==> src/rtl/csr_reg_pkg.sv <==
// ============================================================================
// Module      : csr_reg_pkg
// Description : Shared CSR definitions: address width, CSR addresses, mstatus
//               bit positions and small helpers for read/write value shaping.
// Revision    : 1.0 - initial release
// ============================================================================
`default_nettype none

package csr_reg_pkg;

    localparam int CSR_ADDR_WIDTH = 12;

    typedef logic [CSR_ADDR_WIDTH-1:0] csr_addr_t;

    localparam csr_addr_t CSR_MSTATUS   = 12'h300;
    localparam csr_addr_t CSR_MIE       = 12'h304;
    localparam csr_addr_t CSR_MTVEC     = 12'h305;
    localparam csr_addr_t CSR_MSCRATCH  = 12'h340;
    localparam csr_addr_t CSR_MEPC      = 12'h341;
    localparam csr_addr_t CSR_MCAUSE    = 12'h342;
    localparam csr_addr_t CSR_MCYCLE    = 12'hB00;
    localparam csr_addr_t CSR_MCYCLEH   = 12'hB80;
    localparam csr_addr_t CSR_MINSTRET  = 12'hB02;
    localparam csr_addr_t CSR_MINSTRETH = 12'hB82;
    localparam csr_addr_t CSR_CYCLE     = 12'hC00;
    localparam csr_addr_t CSR_CYCLEH    = 12'hC80;

    localparam int MSTATUS_MIE_BIT  = 3;
    localparam int MSTATUS_MPIE_BIT = 7;
    localparam int MSTATUS_MPP_LSB  = 11;

    // Machine-only core: MPP is hardwired to M-mode (2'b11).
    localparam logic [31:0] MSTATUS_MPP_VALUE = 32'(2'b11) << MSTATUS_MPP_LSB;

    // Assemble the architectural mstatus view from its two stored bits.
    function automatic logic [31:0] mstatus_value(input logic mie, input logic mpie);
        logic [31:0] v;
        v                   = MSTATUS_MPP_VALUE;
        v[MSTATUS_MIE_BIT]  = mie;
        v[MSTATUS_MPIE_BIT] = mpie;
        return v;
    endfunction

    // Addresses that accept software writes (read-only aliases excluded).
    function automatic logic is_writable(input csr_addr_t addr);
        return addr inside {CSR_MSTATUS, CSR_MIE, CSR_MTVEC, CSR_MSCRATCH,
                            CSR_MEPC, CSR_MCAUSE, CSR_MCYCLE, CSR_MCYCLEH,
                            CSR_MINSTRET, CSR_MINSTRETH};
    endfunction

    // Value a register would hold after a software write of wdata.
    function automatic logic [31:0] write_mask(input csr_addr_t addr, input logic [31:0] wdata);
        logic [31:0] v;
        case (addr)
            CSR_MSTATUS:         v = mstatus_value(wdata[MSTATUS_MIE_BIT], wdata[MSTATUS_MPIE_BIT]);
            CSR_MTVEC, CSR_MEPC: v = {wdata[31:2], 2'b00};
            default:             v = wdata;
        endcase
        return v;
    endfunction

endpackage

`default_nettype wire

==> src/rtl/csr_reg_if.sv <==
// ============================================================================
// Module      : csr_reg_if
// Description : Bus bundle between the pipeline and the CSR file.
//               slave  : the CSR file (csr_reg)
//               master : the pipeline / testbench driving it
//               Signals: read port (raddr/rdata), write port (we/waddr/wdata),
//               trap entry (trap/epc/cause), mret, retire, and registered
//               mtvec/mepc/mie outputs.
// Revision    : 1.0 - initial release
// ============================================================================
`default_nettype none

interface csr_reg_if;
    import csr_reg_pkg::*;

    logic [CSR_ADDR_WIDTH-1:0] csr_raddr_i;
    logic [31:0]               csr_rdata_o;
    logic                      csr_we_i;
    logic [CSR_ADDR_WIDTH-1:0] csr_waddr_i;
    logic [31:0]               csr_wdata_i;
    logic                      trap_i;
    logic [31:0]               trap_epc_i;
    logic [31:0]               trap_cause_i;
    logic                      mret_i;
    logic                      retire_i;
    logic [31:0]               mtvec_o;
    logic [31:0]               mepc_o;
    logic                      mie_o;

    modport slave (
        input  csr_raddr_i, csr_we_i, csr_waddr_i, csr_wdata_i,
               trap_i, trap_epc_i, trap_cause_i, mret_i, retire_i,
        output csr_rdata_o, mtvec_o, mepc_o, mie_o
    );

    modport master (
        output csr_raddr_i, csr_we_i, csr_waddr_i, csr_wdata_i,
               trap_i, trap_epc_i, trap_cause_i, mret_i, retire_i,
        input  csr_rdata_o, mtvec_o, mepc_o, mie_o
    );

endinterface

`default_nettype wire

==> src/rtl/csr_counter64.sv <==
// ============================================================================
// Module      : csr_counter64
// Description : 64-bit wrapping counter with independently writable halves.
//               clk_i/rst_n_i : clock, async active-low reset
//               inc_i         : add one this cycle
//               we_lo_i/we_hi_i, wdata_i : software write of a 32-bit half
//               value_o       : current 64-bit count
// Revision    : 1.0 - initial release
// ============================================================================
`default_nettype none

module csr_counter64 (
    input  wire logic        clk_i,
    input  wire logic        rst_n_i,
    input  wire logic        inc_i,
    input  wire logic        we_lo_i,
    input  wire logic        we_hi_i,
    input  wire logic [31:0] wdata_i,
    output logic      [63:0] value_o
);

    logic [63:0] cnt_q;
    logic [63:0] cnt_inc;
    logic [31:0] lo_d;
    logic [31:0] hi_d;

    // The increment (and its carry) is formed from the pre-write value, so a
    // written half simply replaces its slice while the other half keeps it.
    always_comb begin
        cnt_inc = cnt_q + 64'(inc_i);
        lo_d    = we_lo_i ? wdata_i : cnt_inc[31:0];
        hi_d    = we_hi_i ? wdata_i : cnt_inc[63:32];
    end

    always_ff @(posedge clk_i or negedge rst_n_i) begin
        if (!rst_n_i) begin
            cnt_q <= 64'h0;
        end else begin
            cnt_q <= {hi_d, lo_d};
        end
    end

    assign value_o = cnt_q;

endmodule

`default_nettype wire

==> src/rtl/csr_reg.sv <==
// ============================================================================
// Module      : csr_reg
// Description : Machine-mode CSR file: mstatus, mie, mtvec, mscratch, mepc,
//               mcause and the mcycle/minstret counters (with user cycle
//               aliases). Combinational read with write bypass, trap entry
//               and mret handling.
//               clk_i   : clock
//               rst_n_i : async active-low reset
//               bus     : csr_reg_if.slave (read/write ports, trap, mret,
//                         retire, registered mtvec/mepc/mie outputs)
// Revision    : 1.0 - initial release
// ============================================================================
`default_nettype none

module csr_reg
    import csr_reg_pkg::*;
(
    input  wire logic clk_i,
    input  wire logic rst_n_i,
    csr_reg_if.slave  bus
);

    logic        mstatus_mie_q,  mstatus_mie_d;
    logic        mstatus_mpie_q, mstatus_mpie_d;
    logic [31:0] mie_q,      mie_d;
    logic [31:0] mtvec_q,    mtvec_d;
    logic [31:0] mscratch_q, mscratch_d;
    logic [31:0] mepc_q,     mepc_d;
    logic [31:0] mcause_q,   mcause_d;

    logic [63:0] mcycle;
    logic [63:0] minstret;
    logic [31:0] wdata_masked;
    logic [31:0] rdata;
    logic        bypass;

    function automatic logic we_hit(input logic we, input csr_addr_t waddr, input csr_addr_t addr);
        return we && (waddr == addr);
    endfunction

    assign wdata_masked = write_mask(bus.csr_waddr_i, bus.csr_wdata_i);

    // ---------------------------------------------------------------- counters
    csr_counter64 u_mcycle (
        .clk_i   (clk_i),
        .rst_n_i (rst_n_i),
        .inc_i   (1'b1),
        .we_lo_i (we_hit(bus.csr_we_i, bus.csr_waddr_i, CSR_MCYCLE)),
        .we_hi_i (we_hit(bus.csr_we_i, bus.csr_waddr_i, CSR_MCYCLEH)),
        .wdata_i (bus.csr_wdata_i),
        .value_o (mcycle)
    );

    csr_counter64 u_minstret (
        .clk_i   (clk_i),
        .rst_n_i (rst_n_i),
        .inc_i   (bus.retire_i),
        .we_lo_i (we_hit(bus.csr_we_i, bus.csr_waddr_i, CSR_MINSTRET)),
        .we_hi_i (we_hit(bus.csr_we_i, bus.csr_waddr_i, CSR_MINSTRETH)),
        .wdata_i (bus.csr_wdata_i),
        .value_o (minstret)
    );

    // -------------------------------------------------------------- next state
    always_comb begin
        mstatus_mie_d  = mstatus_mie_q;
        mstatus_mpie_d = mstatus_mpie_q;
        mie_d          = mie_q;
        mtvec_d        = mtvec_q;
        mscratch_d     = mscratch_q;
        mepc_d         = mepc_q;
        mcause_d       = mcause_q;

        if (we_hit(bus.csr_we_i, bus.csr_waddr_i, CSR_MIE))      mie_d      = wdata_masked;
        if (we_hit(bus.csr_we_i, bus.csr_waddr_i, CSR_MTVEC))    mtvec_d    = wdata_masked;
        if (we_hit(bus.csr_we_i, bus.csr_waddr_i, CSR_MSCRATCH)) mscratch_d = wdata_masked;
        if (we_hit(bus.csr_we_i, bus.csr_waddr_i, CSR_MEPC))     mepc_d     = wdata_masked;
        if (we_hit(bus.csr_we_i, bus.csr_waddr_i, CSR_MCAUSE))   mcause_d   = wdata_masked;

        // Trap/mret are evaluated last so they override software writes to
        // the registers they own; trap also outranks mret.
        if (bus.trap_i) begin
            mepc_d         = {bus.trap_epc_i[31:2], 2'b00};
            mcause_d       = bus.trap_cause_i;
            mstatus_mpie_d = mstatus_mie_q;
            mstatus_mie_d  = 1'b0;
        end else if (bus.mret_i) begin
            mstatus_mie_d  = mstatus_mpie_q;
            mstatus_mpie_d = 1'b1;
        end else if (we_hit(bus.csr_we_i, bus.csr_waddr_i, CSR_MSTATUS)) begin
            mstatus_mie_d  = bus.csr_wdata_i[MSTATUS_MIE_BIT];
            mstatus_mpie_d = bus.csr_wdata_i[MSTATUS_MPIE_BIT];
        end
    end

    always_ff @(posedge clk_i or negedge rst_n_i) begin
        if (!rst_n_i) begin
            mstatus_mie_q  <= 1'b0;
            mstatus_mpie_q <= 1'b0;
            mie_q          <= 32'h0;
            mtvec_q        <= 32'h0;
            mscratch_q     <= 32'h0;
            mepc_q         <= 32'h0;
            mcause_q       <= 32'h0;
        end else begin
            mstatus_mie_q  <= mstatus_mie_d;
            mstatus_mpie_q <= mstatus_mpie_d;
            mie_q          <= mie_d;
            mtvec_q        <= mtvec_d;
            mscratch_q     <= mscratch_d;
            mepc_q         <= mepc_d;
            mcause_q       <= mcause_d;
        end
    end

    // -------------------------------------------------------------- read port
    // Bypass is suppressed while reset is asserted so the read port shows
    // the reset state rather than a write that will never land.
    assign bypass = rst_n_i && bus.csr_we_i && (bus.csr_waddr_i == bus.csr_raddr_i)
                    && is_writable(bus.csr_waddr_i);

    always_comb begin
        rdata = 32'h0;
        case (bus.csr_raddr_i)
            CSR_MSTATUS:               rdata = mstatus_value(mstatus_mie_q, mstatus_mpie_q);
            CSR_MIE:                   rdata = mie_q;
            CSR_MTVEC:                 rdata = mtvec_q;
            CSR_MSCRATCH:              rdata = mscratch_q;
            CSR_MEPC:                  rdata = mepc_q;
            CSR_MCAUSE:                rdata = mcause_q;
            CSR_MCYCLE,  CSR_CYCLE:    rdata = mcycle[31:0];
            CSR_MCYCLEH, CSR_CYCLEH:   rdata = mcycle[63:32];
            CSR_MINSTRET:              rdata = minstret[31:0];
            CSR_MINSTRETH:             rdata = minstret[63:32];
            default:                   rdata = 32'h0;
        endcase
        if (bypass) begin
            rdata = wdata_masked;
        end
    end

    assign bus.csr_rdata_o = rdata;
    assign bus.mtvec_o     = mtvec_q;
    assign bus.mepc_o      = mepc_q;
    assign bus.mie_o       = mstatus_mie_q;

endmodule

`default_nettype wire

==> src/flat_wrapper.sv <==
// flat-port wrapper written by rule: the top's interface ports become plain ports
module csr_reg_flat import csr_reg_pkg::*;
  (clk_i, rst_n_i, bus_csr_raddr_i, bus_csr_we_i, bus_csr_waddr_i, bus_csr_wdata_i, bus_trap_i, bus_trap_epc_i, bus_trap_cause_i, bus_mret_i, bus_retire_i, bus_csr_rdata_o, bus_mtvec_o, bus_mepc_o, bus_mie_o);
  csr_reg_if bus_i ();
  input  wire logic clk_i;
  input  wire logic rst_n_i;
  input wire logic [$bits(bus_i.csr_raddr_i)-1:0] bus_csr_raddr_i;
  input wire logic [$bits(bus_i.csr_we_i)-1:0] bus_csr_we_i;
  input wire logic [$bits(bus_i.csr_waddr_i)-1:0] bus_csr_waddr_i;
  input wire logic [$bits(bus_i.csr_wdata_i)-1:0] bus_csr_wdata_i;
  input wire logic [$bits(bus_i.trap_i)-1:0] bus_trap_i;
  input wire logic [$bits(bus_i.trap_epc_i)-1:0] bus_trap_epc_i;
  input wire logic [$bits(bus_i.trap_cause_i)-1:0] bus_trap_cause_i;
  input wire logic [$bits(bus_i.mret_i)-1:0] bus_mret_i;
  input wire logic [$bits(bus_i.retire_i)-1:0] bus_retire_i;
  output wire logic [$bits(bus_i.csr_rdata_o)-1:0] bus_csr_rdata_o;
  output wire logic [$bits(bus_i.mtvec_o)-1:0] bus_mtvec_o;
  output wire logic [$bits(bus_i.mepc_o)-1:0] bus_mepc_o;
  output wire logic [$bits(bus_i.mie_o)-1:0] bus_mie_o;
  assign bus_i.csr_raddr_i = bus_csr_raddr_i;
  assign bus_i.csr_we_i = bus_csr_we_i;
  assign bus_i.csr_waddr_i = bus_csr_waddr_i;
  assign bus_i.csr_wdata_i = bus_csr_wdata_i;
  assign bus_i.trap_i = bus_trap_i;
  assign bus_i.trap_epc_i = bus_trap_epc_i;
  assign bus_i.trap_cause_i = bus_trap_cause_i;
  assign bus_i.mret_i = bus_mret_i;
  assign bus_i.retire_i = bus_retire_i;
  assign bus_csr_rdata_o = bus_i.csr_rdata_o;
  assign bus_mtvec_o = bus_i.mtvec_o;
  assign bus_mepc_o = bus_i.mepc_o;
  assign bus_mie_o = bus_i.mie_o;
  csr_reg u_core (.clk_i(clk_i), .rst_n_i(rst_n_i), .bus(bus_i));
endmodule
==> config.mk <==
export PLATFORM = sky130hd
export DESIGN_NAME = csr_reg_flat
export DESIGN_NICKNAME = d
export VERILOG_FILES = /design/src/rtl/csr_reg_pkg.sv /design/src/rtl/csr_reg_if.sv /design/src/rtl/csr_counter64.sv /design/src/rtl/csr_reg.sv /design/src/flat_wrapper.sv
export SDC_FILE = /design/constraint.sdc
export NUM_CORES = 1
export LEC_CHECK = 0
export ABC_AREA = 1
export ABC_CLOCK_PERIOD_IN_PS = 2850
export CAP_MARGIN = 40
export CORE_MARGIN = 1.5
export CORE_UTILIZATION = 45
export DETAILED_ROUTE_END_ITERATION = 10
export GPL_TIMING_DRIVEN = 0
export PLACE_DENSITY_LB_ADDON = 0.3
export SLEW_MARGIN = 10
export SYNTH_ARGS = -nofsm -noshare
export SYNTH_HDL_FRONTEND = slang
export SYNTH_SLANG_ARGS = --single-unit
==> constraint.sdc <==
create_clock -name clk_i -period 2.85 [get_ports clk_i]
set_clock_uncertainty 0.15 [all_clocks]
set_input_delay 0.57 -clock clk_i [delete_from_list [all_inputs] [get_ports clk_i]]
set_output_delay 0.57 -clock clk_i [all_outputs]
set_load 0.02 [all_outputs]
### Word-level counts from Yosys, hierarchy flattened

Cells that the tools add are included.
Widths: inputs -> output; s select.

| word-level totals | value |
|---|---|
| register bits | 290 |
| output and inout bits | 97 |
| logic and storage cells | 71 |

| cells by class | value |
|---|---|
| add/subtract/negate cells | 2 |
| eq/ne operators | 23 |
| multiplexer cells | 17 |
| reduce and logical (&&, ||, !) cells | 20 |

Operators by type and width:

| cell | count |
|---|---|
| $pmux 32 s10 | 1 |
| $mux 32 | 9 |
| $eq 12x10->1 const B | 12 |
| $eq 12x12->1 const B | 10 |
| $add 64x1->64 | 1 |
| $add 64x1->64 const B | 1 |
| $pmux 32 s2 | 1 |
| $logic_and 1x1->1 | 13 |
| $eq 12x12->1 | 1 |
| $reduce_bool 10->1 | 1 |
| $mux 1 | 6 |
| $reduce_or 2->1 | 3 |
| $reduce_bool 2->1 | 2 |
| $reduce_bool 3->1 | 1 |

### Depth between registers and ports, before layout

| logic depth | value |
|---|---|
| depth after elaboration | 5 |
| gate-level depth with buffers | 13 |
| gate-level depth less buffers | 13 |

### Hierarchy

Synthesis repeated with hierarchy kept, for this count alone.

| second synthesis, totals | value |
|---|---|
| cells, all modules | 2996 |
| area total of the unflattened synthesis | 19567.5 µm² |

By module, submodules not included:

| module | times used | cells an instance | area each (µm²) |
|---|---|---|---|
| csr_reg | 1 | 1670 | 10734.0 |
| csr_counter64 | 2 | 663 | 4416.7 |

### Least setup slack after synthesis

OpenSTA, ideal clock, no wires.

| timing | value |
|---|---|
| path type | input -> output |
| start | input bus_csr_waddr_i[10] |
| end | output bus_csr_rdata_o[1] |
| arrival time | 1.746 ns |
| slack | 0.384 ns |
| cell stages on the path | 12 |
| path buffers | 1 |
| path through | inv_1 > nand2_1 > nor2_2 > nand2_1 > nor2_1 > nor2_1 > nand3_2 > nand2_4 > inv_4 > buf_6 > nand2_1 > nand2_1 |

| on the way | value |
|---|---|
| word-level cells in the longest chain between the ends | 4 |
| elaborated cells on any way between the ends | 17 |
| classes of those cells | 11 x eq/ne; 2 x mux; 4 x reduce/logical |

RTL lines:

| item | line | text |
|---|---|---|
| start: declaration | flat_wrapper.sv:9 | `input wire logic [$bits(bus_i.csr_waddr_i)-1:0] bus_csr_waddr_i;` |
| $eq 12x10->1 (tied with other cells) | csr_reg_pkg.sv:46, csr_reg_pkg.sv:54 |  |
| $reduce_or 2->1 (tied with other cells) | csr_reg_pkg.sv:54 | `case (addr)` |
| $pmux 32 s2 or $logic_and 1x1->1 (tied branches) | csr_reg_pkg.sv:54, csr_reg.sv:120 |  |
| $mux 32 (*) | csr_reg.sv:137 | `if (bypass) begin` |
| end: declaration | flat_wrapper.sv:16 | `output wire logic [$bits(bus_i.csr_rdata_o)-1:0] bus_csr_rdata_o;` |

Mark *: on every way between the ends. The rest lies on a longest branch, timed or not.

### Worst setup path in the final report

| timing | value |
|---|---|
| start | input bus_csr_waddr_i[7] |
| end | output bus_csr_rdata_o[8] |

The elaborated chain is that of the path after synthesis.

==> results.json <==
{
  "fmax_mhz": 330,
  "htree_levels": 2,
  "initial_core_util": 0.455,
  "layout.cells.non_filler": 3972,
  "synth_seq_cells": 290,
  "io_pins": 223,
  "syn_inst": 2999,
  "drive_gt1_frac": 0.196,
  "grt_max_degree": 115,
  "dp_slack_ns": -1.70,
  "design.core.area_sq_um": 43100,
  "maxSlewViolCount": 0,
  "multiInputGateArea_sq_um": 11900,
  "critical_path_required_ns": 2.13,
  "via_per_inst": 6.05,
  "critPathKind": "in -> out",
  "synthesis.nets": 3128,
  "first_iter_violations": 3406,
  "fin_nets": 3487,
  "cpLargestDelayFamily": "simple AND/OR/NAND/NOR gates",
  "synth-xor-area-share": 0.0295,
  "cap_viol_max_count": 0,
  "setup_viol": 32,
  "muxShareOfSynthArea": 0,
  "synthToLayoutAreaGrowth_pct": 35.6,
  "setup_slack_ns": -0.177,
  "clockPowerShare": 0.442,
  "grt_pass1_vias": 22500,
  "routedWlPerCell_microns": 27.3,
  "dpl-instance-area_sq_um": 22600,
  "synth-async-reset-ratio": 1.00,
  "path_buf_inv": 6,
  "p_switching_mw": 3.32,
  "fillers": 3842,
  "slew_headroom": 0.357,
  "grt_pass1_wl_mm": 151,
  "root_buffer": "clkbuf_16",
  "rsz0062_at_grt": "true",
  "violations": "negative setup slack",
  "max_stage_delay_ns": 0.17,
  "vias": 24000,
  "rows": 76,
  "seq_area_sq_um": 7260,
  "synth_simple_gate_area_frac": 0.418,
  "p_total_mw": 11.1,
  "startpoint_type": "input pin",
  "cts_tree": "built",
  "synth_top_family_by_area": "simple AND/OR/NAND/NOR gates",
  "ant_nets": 0,
  "dp_cells": 3807,
  "grt_overflow": 0,
  "antenna_found_initial": 5,
  "gp_congestion": 1.04,
  "syn_area_sq_um": 19600,
  "synth.avg_cell_area_sq_um": 6.54,
  "portBuffers": 220,
  "synth_compound_area_frac": 0.0928,
  "dieArea_sq_um": 44800,
  "p_comb_frac": 0.141,
  "dr.pass1.iters": 7,
  "sequentialPowerShare": 0.417,
  "yosys_warnings": 0,
  "crit_path_end_kind": "output pin",
  "die_width_microns": 212,
  "track_usage": 0.470,
  "synth_enable_flop_cells": 0,
  "clkTransAtPathRegs_ns": 0.06,
  "cp.arrival_ns": 2.31,
  "period_minus_slack_ns": 3.03,
  "synth_cell_types": 43,
  "max_slew.worst_pin.slew_ns": 0.961,
  "route.detailed.drc": 0,
  "final.period_utilization": 1.06,
  "cts.sinks": 290,
  "total_leakage_power_nw": 12.4,
  "die_h_microns": 212,
  "status": "finished with violations",
  "fin_area_sq_um": 26600,
  "synthAdderAreaFrac": 0.00191,
  "drt_wl_total_mm": 108,
  "hold_violations": 0,
  "intPower_mw": 7.74,
  "cts_buffer_depth": 3,
  "switching_share": 0.300,
  "hold_class": "reg -> reg",
  "path_cells": "buf_4 -> inv_2 -> nand2_2 -> nor2_4 -> buf_6 -> nand4_1 -> nand2_1 -> nor2_1 -> nand3_2 -> nand2_4 -> buf_12 -> buf_12 -> nand2_1 -> nand2_2 -> buf_6",
  "cts_made_buffers": 36,
  "synth_seq_area_share": 0.370,
  "clkLatencyLatePin_ns": 0.58,
  "slowest_stage": "nor2_4",
  "power_per_cell_area_nw_per_um2": 416,
  "vdd_drop_max_v": 0.000583,
  "worst-path-max-fanout": 4,
  "synth_ff_type": "dfrtp_1",
  "dp_hpwl_mm": 82.0
}
-- worst paths after layout --
path                       cells after the start                            end  slack [ns]                        start
max                                           15             bus_csr_rdata_o[8]       -0.18           bus_csr_waddr_i[7]
min                                            2                u_core.mie_q[0]        0.34              u_core.mie_q[0]
max reg2reg                                    9    u_core.u_mcycle.value_o[35]        0.17  u_core.u_mcycle.value_o[31]
min reg2reg                                    2                u_core.mie_q[0]        0.34              u_core.mie_q[0]
max in group asynchronous                      4            u_core.mcause_q[16]        0.75                      rst_n_i
min in group asynchronous                      3  u_core.u_minstret.value_o[63]        0.65                      rst_n_i
-- worst register-to-register path: cells and delay by family, from the launching register on --
family	cells	cell delay (ns)
buffers and inverters	2	0.24
and+or+nand+nor	6	1.38
DFF	1	0.52
AOI/OAI and AO/OA	1	0.27
-- cells in the mapped netlist (9+ instances only) --
master | number | share of area
nor3_1 | 62 | 0.016
a21oi_1 | 42 | 0.011
nand3_2 | 9 | 0.0046
nand3_1 | 231 | 0.059
xor2_1 | 47 | 0.021
dfrtp_1 | 290 | 0.37
o21ai_2 | 31 | 0.014
buf_6 | 15 | 0.0086
nor2_4 | 10 | 0.0057
nand4_1 | 95 | 0.030
nor2_2 | 36 | 0.011
nand2_2 | 9 | 0.0029
xnor2_1 | 19 | 0.0085
o211ai_1 | 34 | 0.013
clkbuf_1 | 45 | 0.0086
nor2_1 | 352 | 0.067
inv_2 | 35 | 0.0067
a22oi_1 | 9 | 0.0034
o21ai_0 | 90 | 0.023
inv_1 | 260 | 0.050
o21ai_1 | 103 | 0.026
buf_2 | 31 | 0.0079
buf_4 | 10 | 0.0038
nand2_1 | 1080 | 0.21
-- state kept, by name, summed over array words and instances, names as in the netlist --
name	count
u_core.mscratch_q	32
u_core.bus.mepc_o	32
u_core.u_mcycle.value_o	64
u_core.mcause_q	32
u_core.bus.mtvec_o	32
u_core.mstatus_mpie_q	1
u_core.bus.mie_o	1
u_core.u_minstret.value_o	64
u_core.mie_q	32
-- cell type report --
class / instances / area share
multi-input combinational: 2303 / 0.446
sequential: 290 / 0.273
timing repair buffer: 323 / 0.132
inverter: 299 / 0.0453
clock buffer: 55 / 0.0408
buffer: 105 / 0.0292
tap: 585 / 0.0275
clock inverter: 10 / 0.00560
antenna: 2 / 0.000188
-- cells by family after synthesis --
logic type      after synthesis
fa+ha+maj                     3
compound gates              316
flops                       290
simple gates               1918
buf+inv                     406
xor+xnor                     66
-- per-stage QoR --
| stage | hold slack (ns) | setup TNS, ns | utilization |
|---|---|---|---|
| final | 0.340 | -4.20 | 0.617 |
| after global placement | 0.314 | -3886.40 | 0.523 |
| after global routing | 0.324 | -4.45 | 0.617 |
| after CTS | 0.337 | -1.91 | 0.600 |
| after floorplan | 0.124 | 0 | - |
| after detailed placement | 0.324 | -84.34 | 0.525 |
-- per-layer routing --
layer	global-route usage	up-vias	part of all wire	wire length [microns]
li1	-	10300	-	-
met1	0.595	11200	0.37	39600
met2	0.714	1951	0.42	46000
met3	0.124	517	0.13	13800
met4	0.297	6	0.081	8790
met5	0	-	0.0015	163
-- power groups by stage --
stage	registers (mW)	clock network [mW]	logic, mW
3_5_place_dp	4.66	0	1.32
3_3_place_gp	4.66	0	1.29
6_report	4.62	4.89	1.56
5_1_grt	4.63	5.00	1.64
2_1_floorplan	4.63	0	0.598
4_1_cts	4.59	4.85	1.45
-- cells in the final DEF (no fill, tap or decap), types with 28 or more instances in the layout --
cell               n
o211ai_1          34
nor2_1           303
nand4_1           95
dfrtp_1          290
o21ai_0           87
o21ai_1          103
nand2_1          953
a21oi_1           38
inv_1            252
nor2_4            47
clkbuf_16         41
nand2_4           41
clkbuf_1          43
xor2_1            47
buf_4             70
nor3_1            61
buf_6             74
nor2_2            48
o21ai_2           31
nand2_2           94
clkdlybuf4s50_1  160
inv_2             28
nand3_1          194
nand3_2           37
-- repair_timing --
action / 4_1_cts / 5_1_grt
pin swaps: 113 / 63
endpoints found under the setup margin: 32 / 33
gates cloned: 8 / 4
endpoints found under the hold margin: 77 / 0
resized for setup: 655 / 156
hold buffers: 3 / 0
buffers inserted: 69 / 18
No activity file was read; power rests on OpenSTA's default activity.
